## src/rtl/rat_branch_pkg.sv

```systemverilog
// Shared RAT branch definitions: branch-type codes, 2-bit counter encodings, helpers.
package rat_branch_pkg;

  localparam int unsigned TYPE_W = 4;
  localparam int unsigned CNT_W  = 2;
  localparam int unsigned STAT_W = 16;

  localparam logic [TYPE_W-1:0] BR_NONE  = 4'd0;
  localparam logic [TYPE_W-1:0] BR_BRCC  = 4'd1;
  localparam logic [TYPE_W-1:0] BR_BRCS  = 4'd2;
  localparam logic [TYPE_W-1:0] BR_BREQ  = 4'd3;
  localparam logic [TYPE_W-1:0] BR_BRN   = 4'd4;
  localparam logic [TYPE_W-1:0] BR_BRNE  = 4'd5;
  localparam logic [TYPE_W-1:0] BR_CALL  = 4'd6;
  localparam logic [TYPE_W-1:0] BR_RET   = 4'd7;
  localparam logic [TYPE_W-1:0] BR_RETID = 4'd8;
  localparam logic [TYPE_W-1:0] BR_RETIE = 4'd9;

  localparam logic [CNT_W-1:0] CNT_SNT   = 2'b00;
  localparam logic [CNT_W-1:0] CNT_WNT   = 2'b01;
  localparam logic [CNT_W-1:0] CNT_WT    = 2'b10;
  localparam logic [CNT_W-1:0] CNT_ST    = 2'b11;
  localparam logic [CNT_W-1:0] CNT_RESET = CNT_WNT;

  function automatic logic is_conditional(input logic [TYPE_W-1:0] t);
    return (t == BR_BRCC) || (t == BR_BRCS) || (t == BR_BREQ) || (t == BR_BRNE);
  endfunction

  function automatic logic is_unconditional(input logic [TYPE_W-1:0] t);
    return (t == BR_BRN) || (t == BR_CALL) || (t == BR_RET) ||
           (t == BR_RETID) || (t == BR_RETIE);
  endfunction

  function automatic logic is_branch(input logic [TYPE_W-1:0] t);
    return is_conditional(t) || is_unconditional(t);
  endfunction

  // Saturating step of a 2-bit direction counter.
  function automatic logic [CNT_W-1:0] cnt_next(input logic [CNT_W-1:0] c,
                                                input logic taken);
    logic [CNT_W-1:0] n;
    n = c;
    if (taken && (c != CNT_ST)) n = c + CNT_W'(1);
    else if (!taken && (c != CNT_SNT)) n = c - CNT_W'(1);
    return n;
  endfunction

endpackage

```

## src/rtl/bp_stat_counter.sv

```systemverilog
// 16-bit saturating event counter with synchronous clear; only built when
// BRANCH_PREDICTOR_STATS_EN is defined.
`ifdef BRANCH_PREDICTOR_STATS_EN
module bp_stat_counter
  import rat_branch_pkg::*;
(
  input  logic              clk,
  input  logic              rst_n,
  input  logic              i_inc,
  input  logic              i_clr,
  output logic [STAT_W-1:0] o_count
);

  logic [STAT_W-1:0] r_count;

  // Clear wins over increment; the count sticks at all-ones.
  always_ff @(posedge clk or negedge rst_n) begin
    if (!rst_n) begin
      r_count <= '0;
    end else if (i_clr) begin
      r_count <= '0;
    end else if (i_inc && (r_count != {STAT_W{1'b1}})) begin
      r_count <= r_count + STAT_W'(1);
    end
  end

  assign o_count = r_count;

endmodule
`endif

```

## src/rtl/branch_predictor.sv

```systemverilog
// PC-indexed 2-bit saturating-counter direction predictor for the RAT fetch stage.
// Optional resolve statistics enabled by BRANCH_PREDICTOR_STATS_EN.
module branch_predictor
  import rat_branch_pkg::*;
#(
  parameter int unsigned PC_W    = 10,
  parameter int unsigned INDEX_W = 5
) (
  input  logic              CLK,
  input  logic              RST_N,
  input  logic [PC_W-1:0]   FETCH_PC,
  input  logic [TYPE_W-1:0] FETCH_TYPE,
  output logic              PREDICT_TAKEN,
  input  logic              UPD_VALID,
  input  logic [PC_W-1:0]   UPD_PC,
  input  logic [TYPE_W-1:0] UPD_TYPE,
  input  logic              UPD_TAKEN,
  input  logic              UPD_MISS,
  input  logic              CLR_STATS,
  output logic [STAT_W-1:0] BR_COUNT,
  output logic [STAT_W-1:0] MISS_COUNT
);

  localparam int unsigned DEPTH = 1 << INDEX_W;

  logic [CNT_W-1:0]   r_table [DEPTH];
  logic [INDEX_W-1:0] w_fetch_idx;
  logic [INDEX_W-1:0] w_upd_idx;
  logic               w_train;
  logic [CNT_W-1:0]   w_upd_cnt;
  logic [CNT_W-1:0]   w_fetch_cnt;

  assign w_fetch_idx = FETCH_PC[INDEX_W-1:0];
  assign w_upd_idx   = UPD_PC[INDEX_W-1:0];
  assign w_train     = UPD_VALID && is_conditional(UPD_TYPE);
  assign w_upd_cnt   = cnt_next(r_table[w_upd_idx], UPD_TAKEN);

  // Lookup sees a same-cycle training result at the same index.
  always_comb begin
    w_fetch_cnt   = r_table[w_fetch_idx];
    PREDICT_TAKEN = 1'b0;
    if (w_train && (w_upd_idx == w_fetch_idx)) w_fetch_cnt = w_upd_cnt;
    if (is_conditional(FETCH_TYPE)) begin
      PREDICT_TAKEN = w_fetch_cnt[1];
    end else if (is_unconditional(FETCH_TYPE)) begin
      PREDICT_TAKEN = 1'b1;
    end
  end

  always_ff @(posedge CLK or negedge RST_N) begin
    if (!RST_N) begin
      for (int unsigned i = 0; i < DEPTH; i++) r_table[INDEX_W'(i)] <= CNT_RESET;
    end else if (w_train) begin
      r_table[w_upd_idx] <= w_upd_cnt;
    end
  end

`ifdef BRANCH_PREDICTOR_STATS_EN
  logic w_count_en;
  logic w_unused;

  assign w_count_en = UPD_VALID && is_branch(UPD_TYPE);
  assign w_unused   = ^{FETCH_PC, UPD_PC};

  bp_stat_counter u_br_count (
    .clk     (CLK),
    .rst_n   (RST_N),
    .i_inc   (w_count_en),
    .i_clr   (CLR_STATS),
    .o_count (BR_COUNT)
  );

  bp_stat_counter u_miss_count (
    .clk     (CLK),
    .rst_n   (RST_N),
    .i_inc   (w_count_en && UPD_MISS),
    .i_clr   (CLR_STATS),
    .o_count (MISS_COUNT)
  );
`else
  logic w_unused;

  assign w_unused   = ^{FETCH_PC, UPD_PC, CLR_STATS, UPD_MISS};
  assign BR_COUNT   = '0;
  assign MISS_COUNT = '0;
`endif

endmodule

```

## config.mk

```make
export PLATFORM = sky130hd
export DESIGN_NAME = branch_predictor
export DESIGN_NICKNAME = d
export VERILOG_FILES = /design/src/rtl/rat_branch_pkg.sv /design/src/rtl/bp_stat_counter.sv /design/src/rtl/branch_predictor.sv
export SDC_FILE = /design/constraint.sdc
export NUM_CORES = 1
export LEC_CHECK = 0
export BUFFER_PORTS_ARGS = -buffer_cell sky130_fd_sc_hd__buf_4
export CAP_MARGIN = 5
export CORE_MARGIN = 3
export CORE_UTILIZATION = 51
export CTS_CLUSTER_DIAMETER = 200
export CTS_CLUSTER_SIZE = 25
export DETAILED_ROUTE_END_ITERATION = 6
export PLACE_DENSITY = 0.73
export SYNTH_ARGS = -nofsm -noshare
export SYNTH_HDL_FRONTEND = slang
export SYNTH_HIERARCHICAL = 1
export SYNTH_SLANG_ARGS = --single-unit
```

## constraint.sdc

```tcl
create_clock -name CLK -period 4.3 [get_ports CLK]
set_input_delay 0.645 -clock CLK [delete_from_list [all_inputs] [get_ports CLK]]
set_output_delay 0.645 -clock CLK [all_outputs]
set_load 0.03 [all_outputs]
```

==> results by group <==
Final layout
  • Area growth syn-to-layout: 6.99%
  • FILL cells: 682
  • Biggest regs: r_table (64)
  • Final net count: 447
  • Register area: 1640 um^2
  • Most frequent cells in the layout: 74 x nand2_1, 32 x conb_1, 32 x dfstp_2, 32 x dfrtp_1, 29 x buf_4
  • Largest reg by FF count: r_table
  • Commonest non-fill, non-tap cell in the layout: nand2_1
  • Final std cells w/o fill: 518
  • Max FFs per register: 64
  • Ratio of cells with drive above 1 in the final layout: 31.3%
  • Ant diodes: 0
  • Area of the multi-input gates: 2310 um^2

Yosys
  • Yosys cell types: 59
  • Yosys reg bits: 64
  • Cell area after synthesis: 4220 um^2
  • Most used DFF post-synth: dfstp_2
  • Warnings, synthesis: 6
  • Synth area leaders: dfstp_2 20%, dfrtp_1 19%, nand2_1 6.6%, buf_4 5.9%, mux4_2 5.9%
  • Syn_area_per_cell: 10.7 um^2
  • Register area share after synthesis: 38.9%
  • Synth area leader: dfstp_2
  • Async SR Flop Fraction: 100%
  • Synth top area share: 19.9%
  • Cells after synthesis: 396
  • Post-synth EDFFs: 0

Critical path
  • Crit Path Max Fanout: 24
  • CP Launch Type: primary input
  • Critical Path Start: UPD_PC[0]
  • WS Path Type: in -> out
  • Critical Path RT: 3.65 ns
  • Worst reg2reg startpoint: r_table[33]
  • CP Capture Type: output port
  • Worst path arrival time: 3.43 ns
  • Worst R2R Path Depth: 11

Placed design
  • GPL Wtd Cong: 0.898
  • # placed instances: 502
  • IO buf count: 22
  • Post-detail-place hpwl: 6.60 mm

Global routing
  • Top Usage Layer GRT: met2
  • Initial antenna violation count: 0
  • GRT Overall Usage: 21.0%
  • Vias in the first global route: 2996
  • Largest net degree at the start of global routing: 65
  • GR Layer Usage met1: 28.1%
  • GRT Residual Overflow: 0
  • M3 GR Usage: 4.90%
  • Met2 usage: 32.8%
  • First-pass GRT wire length: 15.6 mm

Detailed routing
  • Drt pass-1 iters: 4
  • DRT antenna net count: 0
  • Detailed Route WL: 9.76 mm
  • Detailed-route via count: 3124
  • Drt wl/cell: 18.8 um
  • DR DRC count: 0
  • DR iter-0 viols: 154
  • Vias per cell: 6.03

Power
  • Power density over the cells: 365 nW/um^2
  • Leak Pwr: 1.88 nW
  • Maximum vdd drop: 0.161 mV

Clocking
  • CTS tree: done
  • Worst-Skew Late Latency: 0.34 ns
  • Num Clock Sinks: 64
  • CTS Root Cell: clkbuf_8
  • Buffer depth of the longest clock path: 2
  • Post-CTS setup buffer count: 0
  • Clk slew on worst S/H paths: 0.08 ns
  • Number of CTS-inserted buffers: 9
  • CTS H-tree lvls: 3
  • Post-CTS Hold Buffers: 0
  • CTS resizes: 0

Die
  • Placeable Area: 7890 um^2
  • Initial core utilization: 53.5%
  • Die footprint: 9410 um^2
  • Horiz. Die Dim: 97.0 um
  • Site Rows: 32
  • I/O Pins: 67
  • Die height: 97.0 um

Flow run
  • Max_cap viols: 0

STA
  • # setup viols final: 0
  • FMAX: 0.246 GHz
  • Post-layout min period: 4.07 ns
  • Slew @ Worst Pin: 0.963 ns
  • Final worst-path cycle share: 94.7%
  • Setup TNS: 0 ns
  • Clk_skew: 0.0132 ns
  • Slew HR: 35.8%
  • Hold Fails Final Rpt: 0
  • RSZ-0062 raised after global routing: false
  • Slew Limit Fails: 0

Worst hold path
  • HP Class: in -> async

Outcome
  • Status: finished clean
## where the power goes
group          switching (mW)  internal [mW]
logic                   0.237          0.133
clock network           0.228          0.325
registers              0.0376          0.689
## cell type report
class	count	share of cell area, %
sequential	64	36.3
multi-input combinational	302	51.1
inverter	5	0.415
timing repair buffer	29	4.82
tap	102	2.82
clock buffer	12	2.99
clock inverter	4	1.55
## worst max-delay path: stages
cell       delay, ns
buf_4           0.38
mux2_2          0.42
a221oi_4        0.31
o2111ai_2       0.21
nor3_1          0.30
inv_1           0.08
ha_1            0.20
mux2i_1         0.30
nor4_4          0.07
o41ai_2         0.30
buf_4           0.21
## stage by stage
step                hold slack (ns)  total power [mW]  cell area, um^2  utilization (%)  setup slack, ns
floorplan                     0.349              1.02             4340                -            0.125
global placement              0.448              1.09             4310             54.7            0.274
detailed placement            0.454              1.11             4310             54.7            0.254
CTS                           0.417              1.66             4520             57.3            0.236
global route                  0.443              1.73             4520             57.3           0.0797
finish                        0.396              1.65             4520             57.3            0.230
## Yosys cell counts, drive strengths merged, types with 3 or more instances
cell type  count
a22oi          5
and3b          3
buf           47
clkbuf         9
dfrtp         32
dfstp         32
inv            4
mux2          12
mux2i         11
mux4          17
nand2         74
nand2b         6
nand3          5
nand3b         5
nor2           6
nor2b          4
nor3          10
nor3b          4
o21ai         40
o31ai         25
o41ai          9
xor2           5
## layer usage
| metal | vias up | routed length (um) |
|---|---|---|
| met2 | 116 | 4640 |
| li1 | 1433 | - |
| met3 | 23 | 588 |
| met5 | - | 0 |
| met4 | 0 | 289 |
| met1 | 1552 | 4240 |
## worst paths after layout
check / endpoint / slack, ns
setup reg to reg: r_table[39] / 1.07
max in group asynchronous: r_table[5] / 3.38
hold reg to reg: r_table[34] / 0.46
hold / removal: r_table[19] / 0.40
min in group CLK: r_table[34] / 0.46
setup / recovery: PREDICT_TAKEN / 0.23
## cells by family (layout without fill, tap and decap cells)
kind of cell / count (synthesis) / count (layout) / synth area share, %
simple gates: 127 / 127 / 15.0
mux: 40 / 40 / 15.6
buf+inv: 61 / 50 / 9.69
compound gates: 95 / 95 / 18.9
fa+ha+maj: 2 / 2 / 0.592
other cells: 1 / 32 / 0.0888
flops: 64 / 64 / 38.9
xor+xnor: 6 / 6 / 1.24
Power figures use the tool's default switching activity.
